**src/rtl/bin2bcd_pkg.sv**
```systemverilog
// Shared types and helpers for the sequential binary-to-BCD converter.
package bin2bcd_pkg;

  localparam int BCD_DIGIT_W = 4;

  typedef enum logic [1:0] {
    IDLE  = 2'd0,
    SHIFT = 2'd1,
    DONE  = 2'd2
  } state_t;

  // Double-dabble pre-shift correction: a digit of 5 or more would reach 10 or more
  // after doubling, so add 3 now and the shift carries it into the next digit.
  function automatic logic [BCD_DIGIT_W-1:0] add3_adj(input logic [BCD_DIGIT_W-1:0] d);
    return (d >= 4'd5) ? d + 4'd3 : d;
  endfunction

endpackage

```
**src/rtl/bcd_dabble_digit.sv**
```systemverilog
// One BCD digit of the double-dabble datapath: add-3 adjust, then shift left by one.
// carry_in enters at the LSB and carry_out is the adjusted MSB, which moves into the next digit.
module bcd_dabble_digit
  import bin2bcd_pkg::*;
(
  input  logic [BCD_DIGIT_W-1:0] digit_in,
  input  logic                   carry_in,
  output logic [BCD_DIGIT_W-1:0] digit_out,
  output logic                   carry_out
);

  logic [BCD_DIGIT_W-1:0] adj;

  // Adjust first, then shift the carry in at the bottom.
  always_comb begin
    adj       = add3_adj(digit_in);
    digit_out = {adj[BCD_DIGIT_W-2:0], carry_in};
    carry_out = adj[BCD_DIGIT_W-1];
  end

endmodule

```
**src/rtl/bin2bcd_seq.sv**
```systemverilog
// Sequential binary-to-BCD converter using double dabble, one input bit per clock.
// Optional macro BIN2BCD_SIGNED_EN: the input is two's complement.
// The converter works on the magnitude, and the result carries a sign flag.
module bin2bcd_seq
  import bin2bcd_pkg::*;
#(
  parameter int BIN_W  = 12,
  parameter int DIGITS = 4
) (
  input  logic                          clk,
  input  logic                          rst,
  input  logic                          en,
  input  logic [BIN_W-1:0]              bin_d_in,
  output logic [BCD_DIGIT_W*DIGITS-1:0] bcd_d_out,
  output logic                          rdy,
  output logic                          busy,
  output logic                          ovf,
  output logic                          neg
);

  localparam int BCD_W = BCD_DIGIT_W * DIGITS;
  localparam int CNT_W = $clog2(BIN_W + 1);

  state_t             state, state_nxt;
  logic [BIN_W-1:0]   bin_sr;
  logic [BCD_W-1:0]   scratch, scratch_nxt;
  logic [CNT_W-1:0]   cnt;
  logic               ovf_s;
  logic [DIGITS:0]    carry;
  logic [BIN_W-1:0]   mag_in;
  logic               accept, last;

  // The bit chain starts at the binary MSB and ripples up through the digits.
  // Whatever leaves the top digit is weight 10^DIGITS, which means overflow.
  assign carry[0] = bin_sr[BIN_W-1];

  for (genvar g = 0; g < DIGITS; g++) begin : g_digit
    bcd_dabble_digit u_digit (
      .digit_in  (scratch[g*BCD_DIGIT_W +: BCD_DIGIT_W]),
      .carry_in  (carry[g]),
      .digit_out (scratch_nxt[g*BCD_DIGIT_W +: BCD_DIGIT_W]),
      .carry_out (carry[g+1])
    );
  end

`ifdef BIN2BCD_SIGNED_EN
  logic sign_in, neg_s;
  assign sign_in = bin_d_in[BIN_W-1];
  // Negating as a BIN_W-bit unsigned value maps -2^(BIN_W-1) onto its own magnitude.
  assign mag_in  = sign_in ? (~bin_d_in + 1'b1) : bin_d_in;

  // The captured sign reaches the output together with the result.
  always_ff @(posedge clk or posedge rst) begin
    if (rst) begin
      neg_s <= 1'b0;
      neg   <= 1'b0;
    end else if (accept) begin
      neg_s <= sign_in;
    end else if (last) begin
      neg   <= neg_s;
    end
  end
`else
  assign mag_in = bin_d_in;
  assign neg    = 1'b0;
`endif

  // State register.
  always_ff @(posedge clk or posedge rst) begin
    if (rst) state <= IDLE;
    else     state <= state_nxt;
  end

  // Next state and handshake outputs. DONE accepts a new request just as IDLE does.
  always_comb begin
    state_nxt = state;
    accept    = 1'b0;
    last      = 1'b0;
    busy      = 1'b0;
    rdy       = 1'b0;
    case (state)
      IDLE: begin
        accept = en;
        if (en) state_nxt = SHIFT;
      end
      SHIFT: begin
        busy = 1'b1;
        last = (cnt == CNT_W'(1));
        if (last) state_nxt = DONE;
      end
      DONE: begin
        rdy       = 1'b1;
        accept    = en;
        state_nxt = en ? SHIFT : IDLE;
      end
      default: state_nxt = IDLE;
    endcase
  end

  // Datapath: capture, shift once per cycle, and load the result on the last shift.
  always_ff @(posedge clk or posedge rst) begin
    if (rst) begin
      bin_sr    <= '0;
      scratch   <= '0;
      cnt       <= '0;
      ovf_s     <= 1'b0;
      bcd_d_out <= '0;
      ovf       <= 1'b0;
    end else if (accept) begin
      bin_sr  <= mag_in;
      scratch <= '0;
      ovf_s   <= 1'b0;
      cnt     <= CNT_W'(BIN_W);
    end else if (state == SHIFT) begin
      bin_sr  <= {bin_sr[BIN_W-2:0], 1'b0};
      scratch <= scratch_nxt;
      ovf_s   <= ovf_s | carry[DIGITS];
      cnt     <= cnt - 1'b1;
      if (last) begin
        bcd_d_out <= scratch_nxt;
        ovf       <= ovf_s | carry[DIGITS];
      end
    end
  end

endmodule

```
**config.mk**
```make
export PLATFORM = sky130hd
export DESIGN_NAME = bin2bcd_seq
export DESIGN_NICKNAME = d
export VERILOG_FILES = /design/src/rtl/bin2bcd_pkg.sv /design/src/rtl/bcd_dabble_digit.sv /design/src/rtl/bin2bcd_seq.sv
export SDC_FILE = /design/constraint.sdc
export NUM_CORES = 1
export LEC_CHECK = 0
export ABC_CLOCK_PERIOD_IN_PS = 1700
export CAP_MARGIN = 0
export CORE_MARGIN = 4
export CORE_UTILIZATION = 48
export DETAILED_ROUTE_END_ITERATION = 16
export PLACE_DENSITY_LB_ADDON = 0.2
export SETUP_SLACK_MARGIN = 0.15
export SLEW_MARGIN = 5
export SYNTH_ARGS = -nofsm -noshare
export SYNTH_HDL_FRONTEND = slang
export SYNTH_SLANG_ARGS = --single-unit
```
**constraint.sdc**
```tcl
create_clock -name clk -period 1.7 [get_ports clk]
set_clock_uncertainty 0.1 [all_clocks]
set_input_delay 0.34 -clock clk [delete_from_list [all_inputs] [get_ports clk]]
set_output_delay 0.34 -clock clk [all_outputs]
set_load 0.005 [all_outputs]
```
==> flow_summary.toml, run 1 <==
[yosys]
synth_edf_count = 0
yosysSeqAreaShare = 0.520
synth_cell_types = 36
synth.largest_area_cell = "dfrtp_1"
synth-seq-cells = 52
synth.area.top_cells = "dfrtp_1, nand2_1, ha_1"
yosysWarnings = 0
avgSynthCellArea_sq_um = 10.7
yosys-top-cells-count = "dfrtp_1, nand2_1, o21ai_0"
syn_inst = 234
synthFlopType = "dfrtp_1"
netlist_area_sq_mm = 0.00250
async_flop_share = 1.00
yosysMostFrequentCell = "dfrtp_1"
synth_fp_nets = 259
synth_top_cell_area_share = 0.520

[cells_and_area]
final_net_count = 324
final_area_sq_mm = 0.00343
multi_input_area_sq_mm = 0.00123
n_antenna_cell = 0
ff_latch_area_sq_mm = 0.00130
syn_to_final_growth_pct = 37.1
drive_gt1_frac = 0.293
nFillCells = 421

[floorplanning]
ios = 35
die-area_sq_mm = 0.00643
die_x_um = 80.2
row_count = 26
start_util = 0.493
dieHeight_um = 80.2
core_region_area_sq_mm = 0.00507

[grt]
use_met1 = 0.233
grt_pass1_vias = 1844
use_met2 = 0.302
grt-ovfl-total = 0
met3_usage = 0.0370
grt_pass1_wl_mm = 8.80
grtUsageTotal = 0.180
grt.busiest_layer = "met2"
grt_max_degree = 25
antenna_found_initial = 0

[placed_design]
io_buffers = 33
place.gp.congestion = 0.784
place_area_sq_mm = 0.00301
dp_hpwl_mm = 3.45

[critical_path]
r2r_slack_ns = 0.13
worst_ep_arrival_time_ns = 1.67
reg2reg_from = "cnt[1]"
reg2reg_depth = 6
crit_required_ns = 1.80
cp_cell_sequence = "inv_2 -> ha_4 -> nor3b_4 -> nand2_4 -> inv_6 -> mux2_4"
critical_path.top_delay_family = "flip-flops"
path_buf_inv = 2
start_kind = "flop"
endpoint_kind = "flop"
slowest_stage = "dfrtp_1"
r2r_end = "bcd_d_out[6]"
path_class = "flop to flop"
critPathMaxStageDelay_ns = 0.40
cp_max_fo = 5

[drt]
drtPass1Iterations = 4
ant_nets = 0
post_drt_via_cell_ratio = 5.17
routed-via-count = 1912
post-route-drc-count = 0
wire_per_inst_um = 14.8
drt_wl_total_mm = 5.49
drt_iter0_drc = 83

[clock_network]
cts_max_level = 2
cts.hold.buffers_added = 0
cts_buffer_depth = 2
cts_tree = "built"
cts_made_buffers = 5
cts-root-buf = "clkbuf_8"
clk_transition_reported_paths_ns = 0.09
cts.sinks = 52
clock_latency_ns = 0.31

[sta]
clock.fmax_mhz = 636
slew_viol_final = 0
min_period_ns = 1.57
fin_crit_sh = 0.925
rsz0062_at_grt = "true"
setup_viol = 0
hold_viol = 0
tns_ns = 0

[power_and_ir_drop]
p_leak_nw = 1.58
p_per_area_mw_per_mm2 = 1890
irDropWorstVdd_v = 0.000902

[run_status]
status = "finished, final reports clean"

[hold_path]
hold_class = "input port to asynchronous set/reset pin"

[run]
drv_cap = 0
state kept, by name (all words and copies together) (netlist names):
register and cells:
bin_sr 12, cnt 4, ovf 1, state 2, scratch 16, ovf_s 1
bcd_d_out 16
cells in the final DEF, fill, tap and decap left out, types with 8 or more instances in the layout:
cell             count
a22oi_1             11
buf_4               29
a22o_1              11
o21ai_0             21
clkdlybuf4s50_1     14
a21oi_1              9
dlygate4sd2_1       18
mux2_4               8
nand2_1             42
dfrtp_1             51
metrics by stage:
step	setup WS, ns	hold slack [ns]	cells	util	power [mW]
floorplan	0.124	0.295	234	-	4.00
global placement	0.0174	0.361	341	0.593	4.96
detailed placement	-0.00522	0.367	341	0.593	5.06
CTS	0.128	0.257	367	0.651	6.17
global route	0.0774	0.266	370	0.676	7.01
finish	0.128	0.259	370	0.676	6.49
power by group:
group	leakage [nW]	internal, mW	switching (mW)
combinational	0.900	1.95	1.53
clock	0.0434	0.330	0.408
sequential	0.639	1.81	0.468
cell type report:
| class | instances | area share |
|---|---|---|
| Sequential cell | 52 | 0.380 |
| Multi-Input combinational cell | 158 | 0.359 |
| Timing Repair Buffer | 68 | 0.186 |
| Tap cell | 70 | 0.0255 |
| Clock buffer | 6 | 0.0241 |
| Inverter | 13 | 0.0182 |
| Clock inverter | 2 | 0.00438 |
| Timing Repair inverter | 1 | 0.00255 |
cells by family (layout without fill, tap and decap cells):
logic type / count (synthesis) / after routing / share of synthesized area
AOI/OAI and AO/OA: 59 / 59 / 0.154
DFF: 52 / 52 / 0.520
adders and majority gates: 10 / 10 / 0.0500
other: 1 / 1 / 0.00150
xor gates and xnor gates: 5 / 5 / 0.0175
and+or+nand+nor: 71 / 71 / 0.141
buffers and inverters: 24 / 90 / 0.0535
muxes: 12 / 12 / 0.0625
layer usage:
metal	wire, um	up-vias
met2	2770	34
met5	0	-
met4	95	0
met3	197	8
met1	2420	943
li1	-	927
worst max-delay path by stage:
stage	start	endpoint	depth (start not counted)
3_3_place_gp	en	scratch[2]	5
2_1_floorplan	cnt[1]	bcd_d_out[10]	7
3_5_place_dp	en	scratch[2]	5
4_1_cts	state[1]	busy	3
5_1_grt	cnt[1]	bcd_d_out[14]	6
6_report	cnt[1]	bcd_d_out[6]	6
repair_timing:
action                                  in CTS  in global routing
cloned                                       1                  0
pin swaps                                    1                  8
gates resized for setup                     43                 25
endpoints found under the setup margin      57                 48
buffers inserted                            17                  3
No activity file was read; power rests on OpenSTA's default activity.
==> run 2: changes to the inputs <==
Settings changed: ABC_AREA from default to 1, CORE_UTILIZATION 48 to 44.
==> flow_summary.toml, run 2 <==
[cells_and_area]
final_util = 0.574
nFillCells = 530
final_common_cell = "nand2_1"
syn_to_final_growth_pct = 25.0
final_net_count = 374
biggestRegsByFlops = "bcd_d_out: 16 flops, scratch: 16 flops, bin_sr: 12 flops"
drive_gt1_frac = 0.126
n_antenna_cell = 0
layout_common_cells = "nand2_1, dfrtp_1, inv_1, nand3_1, dlygate4sd2_1"

[clock_network]
cts_made_buffers = 5
cts.sinks = 52
cts-root-buf = "clkbuf_8"
clock_latency_ns = 0.31
clk_transition_reported_paths_ns = 0.09
cts_buffer_depth = 2
cts.hold.buffers_added = 0
cts_max_level = 2
cts_tree = "built"

[critical_path]
worst_ep_arrival_time_ns = 1.04
crit_end = "rdy"
slowest_stage = "dfrtp_1"
critPathMaxStageDelay_ns = 0.43
path_class = "flop to primary output"
endpoint_kind = "primary output"
path_buf_inv = 1
cp_max_fo = 3
r2r_end = "bcd_d_out[1]"
cp-startpoint = "state[0]"
r2r_slack_ns = 0.26
cp_cell_sequence = "nor2_1 -> clkdlybuf4s15_1"
crit_required_ns = 1.26
critical_path.top_delay_family = "flip-flops"
reg2reg_depth = 7
worst-path-stages = 2
reg2reg_from = "scratch[0]"
start_kind = "flop"

[yosys]
synthFlopType = "dfrtp_1"
synth_top_cell_area_share = 0.512
synth-seq-cells = 52
syn_inst = 301
yosys-top-cells-count = "nand2_1, dfrtp_1, inv_1"
netlist_area_sq_mm = 0.00254
yosysWarnings = 0
yosysSeqAreaShare = 0.512
avgSynthCellArea_sq_um = 8.45
async_flop_share = 1.00
synth_edf_count = 0
synth.largest_area_cell = "dfrtp_1"
synth.area.top_cells = "dfrtp_1, nand2_1, nand3_1"
yosysMostFrequentCell = "nand2_1"
synth_cell_types = 24
synth_fp_nets = 326

[sta]
fin_crit_sh = 0.870
clock.fmax_mhz = 676
rsz0062_at_grt = "true"
setup_viol = 0
tns_ns = 0
slew_viol_final = 0
min_period_ns = 1.48
hold_viol = 0
hold_ws_ns = 0.258

[grt]
grt_pass1_vias = 1991
grtUsageTotal = 0.157
grt-ovfl-total = 0
antenna_found_initial = 0
grt_pass1_wl_mm = 9.01
grt_max_degree = 27

[drt]
ant_nets = 0
wire_per_inst_um = 12.4
post-route-drc-count = 0
drt_iter0_drc = 77
post_drt_via_cell_ratio = 4.96
drtPass1Iterations = 4
drt_wl_total_mm = 5.23
routed-via-count = 2087

[power_and_ir_drop]
p_per_area_mw_per_mm2 = 1800
p_leak_nw = 1.65
irDropWorstVdd_v = 0.000767

[run]
drv_cap = 0

[hold_path]
hold_class = "input port to asynchronous set/reset pin"

[placed_design]
place.gp.congestion = 0.809
io_buffers = 33
dp_hpwl_mm = 3.70

[floorplanning]
row_count = 27
dieHeight_um = 84.0
ios = 35
start_util = 0.459
die_x_um = 84.0
die-area_sq_mm = 0.00706
core_region_area_sq_mm = 0.00554

[run_status]
status = "finished, final reports clean"
## run 2: kinds of logic (layout without fill, tap and decap cells)
kind of cell / after synthesis / in the layout / synth area share
other: 1 / 1 / 0.00147
AOI/OAI and AO/OA: 41 / 41 / 0.101
DFF: 52 / 52 / 0.512
buffers and inverters: 51 / 99 / 0.0885
muxes: 1 / 1 / 0.00394
adders and majority gates: 10 / 10 / 0.0492
and+or+nand+nor: 145 / 145 / 0.244
## run 2: metal layers
| layer | global-route usage | wire length [um] | vias up |
|---|---|---|---|
| met1 | 0.208 | 2500 | 975 |
| li1 | - | - | 1066 |
| met5 | 0 | 0 | - |
| met3 | 0.0365 | 192 | 8 |
| met2 | 0.252 | 2450 | 38 |
| met4 | 0.0556 | 90 | 0 |
## run 2: worst min-delay path by stage
| stage | from | to | slack [ns] |
|---|---|---|---|
| 6_report | rst | cnt[3] | 0.26 |
| 5_1_grt | rst | cnt[3] | 0.28 |
| 4_1_cts | rst | cnt[3] | 0.27 |
| 3_5_place_dp | bcd_d_out[13] | bcd_d_out[13] | 0.37 |
| 3_3_place_gp | bcd_d_out[10] | bcd_d_out[10] | 0.36 |
| 2_1_floorplan | rst | bcd_d_out[0] | 0.30 |
## run 2: timing repair
item,CTS,global route
buffers inserted,6,2
cloned,0,0
endpoints found under the setup margin,36,29
gates resized for setup,23,22
pin swaps,0,2
## run 2: power by group
| part | internal (mW) | leakage [nW] | switching [mW] |
|---|---|---|---|
| clock | 0.281 | 0.0410 | 0.387 |
| sequential | 1.82 | 0.640 | 0.382 |
| combinational | 1.21 | 0.972 | 1.63 |
| total | 3.31 | 1.65 | 2.40 |
## run 2: cell type report
type | instances | area, sq um | share of cell area
multi-input cells | 198 | 1040 | 0.328
flip-flops and latches | 52 | 1300 | 0.410
clock inverters | 1 | 5.00 | 0.00157
repair buffers | 51 | 500 | 0.157
well taps | 72 | 90.1 | 0.0283
inverters | 41 | 165 | 0.0519
clock buffers | 6 | 72.6 | 0.0228
## run 2: per-stage QoR
| stage | std cells | setup WS [ns] | power (mW) | cell area (sq um) |
|---|---|---|---|---|
| 2_1_floorplan | 301 | 0.307 | 4.01 | 2550 |
| 3_3_place_gp | 406 | 0.130 | 4.94 | 3020 |
| 3_5_place_dp | 406 | 0.0924 | 5.03 | 3020 |
| 4_1_cts | 419 | 0.102 | 5.66 | 3120 |
| 5_1_grt | 421 | 0.118 | 6.31 | 3180 |
| 6_report | 421 | 0.221 | 5.71 | 3180 |
==> run 3: changes to the inputs <==
Settings changed: CORE_ASPECT_RATIO from default to 1.1.
==> flow_summary.toml, run 3 (same netlist as run 2, synthesis figures left out) <==
[run_status]
status = "finished, final reports clean"

[run]
drv_cap = 0

[critical_path]
reg2reg_depth = 8
r2r_end = "scratch[2]"
crit_required_ns = 1.26
reg2reg_from = "scratch[0]"
endpoint_kind = "primary output"
r2r_slack_ns = 0.25
cp_max_fo = 2
path_class = "flop to primary output"
worst_ep_arrival_time_ns = 1.09
start_kind = "flop"

[drt]
routed-via-count = 2085
post-route-drc-count = 0
wire_per_inst_um = 12.2
drt_wl_total_mm = 5.20
ant_nets = 0
post_drt_via_cell_ratio = 4.88
drtPass1Iterations = 4
drt_iter0_drc = 76

[cells_and_area]
nFillCells = 514
biggestRegsByFlops = "bcd_d_out: 16 flops, scratch: 16 flops, bin_sr: 12 flops"
drive_gt1_frac = 0.136
syn_to_final_growth_pct = 26.4
n_antenna_cell = 0
final_area_sq_mm = 0.00321
final_common_cell = "nand2_1"
layout_common_cells = "nand2_1, dfrtp_1, inv_1, nand3_1, dlygate4sd2_1"
final_util = 0.584
final_net_count = 376

[clock_network]
cts.hold.buffers_added = 0
clk_transition_reported_paths_ns = 0.09
clock_latency_ns = 0.31
cts-root-buf = "clkbuf_8"
cts_max_level = 2
cts_tree = "built"
cts_buffer_depth = 2
cts_made_buffers = 5
cts.sinks = 52

[placed_design]
io_buffers = 33
place.gp.congestion = 0.866
dp_hpwl_mm = 3.71
place_area_sq_mm = 0.00301

[power_and_ir_drop]
p_leak_nw = 1.67
irDropWorstVdd_v = 0.000766
p_per_area_mw_per_mm2 = 1850
power_mw = 5.94

[floorplanning]
dieHeight_um = 87.7
core_region_area_sq_mm = 0.00550
die-area_sq_mm = 0.00706
start_util = 0.462
row_count = 28
die_x_um = 80.5
ios = 35

[sta]
fin_crit_sh = 0.898
min_period_ns = 1.53
hold_viol = 0
rsz0062_at_grt = "true"
setup_viol = 0
slew_viol_final = 0
tns_ns = 0
clock.fmax_mhz = 655

[grt]
grt-ovfl-total = 0
grt_max_degree = 27
antenna_found_initial = 0
grt_pass1_vias = 2109
grt_pass1_wl_mm = 9.16
grtUsageTotal = 0.165

[hold_path]
hold_class = "input port to asynchronous set/reset pin"
## run 3: layer usage
layer	part of all wire	vias to the layer above	global-route usage
met1	0.45	948	0.206
met5	0	-	0
met2	0.48	57	0.281
met4	0.015	0	0.0568
li1	-	1072	-
met3	0.058	8	0.0401
## run 3: power by group
part	switching, mW	internal [mW]	total, mW
Combinational	1.65	1.26	2.91
Sequential	0.373	1.82	2.19
Clock	0.407	0.436	0.843
## run 3: timing repair
item	CTS	global route
buffers inserted	6	5
endpoints found under the setup margin	35	32
resized for setup	23	17
gates cloned	0	0
pin swaps	0	2
## run 3: worst max-delay path, stage by stage (launching register included)
cell and delay (ns):
dfrtp_1 0.39, buf_4 0.15, nand2_4 0.07, inv_1 0.06, clkbuf_2 0.11
## run 3: how the worst max path moves through the flow
stage	slack (ns)	cells past startpoint	startpoint	end
after floorplan	0.31	8	scratch[0]	scratch[1]
after global placement	0.10	4	state[1]	busy
after detailed placement	0.11	8	scratch[4]	scratch[6]
after CTS	0.02	4	state[0]	busy
after global routing	0.12	4	state[0]	busy
final	0.17	4	state[0]	busy
## run 3: per-stage QoR
| step | hold WS [ns] | std cells | worst slack [ns] |
|---|---|---|---|
| 6_report | 0.242 | 427 | 0.173 |
| 2_1_floorplan | 0.295 | 301 | 0.307 |
| 3_3_place_gp | 0.362 | 408 | 0.103 |
| 3_5_place_dp | 0.364 | 408 | 0.108 |
| 4_1_cts | 0.248 | 422 | 0.0234 |
| 5_1_grt | 0.254 | 427 | 0.121 |
## run 3: area by class of cell
type	count	area [sq um]	share of cell area
Clock buffer	5	68.8	0.0214
Sequential cell	52	1300	0.406
Inverter	41	160	0.0498
Tap cell	75	93.8	0.0292
Timing Repair Buffer	53	499	0.155
Multi-Input combinational cell	198	1050	0.325
Clock inverter	3	42.5	0.0132
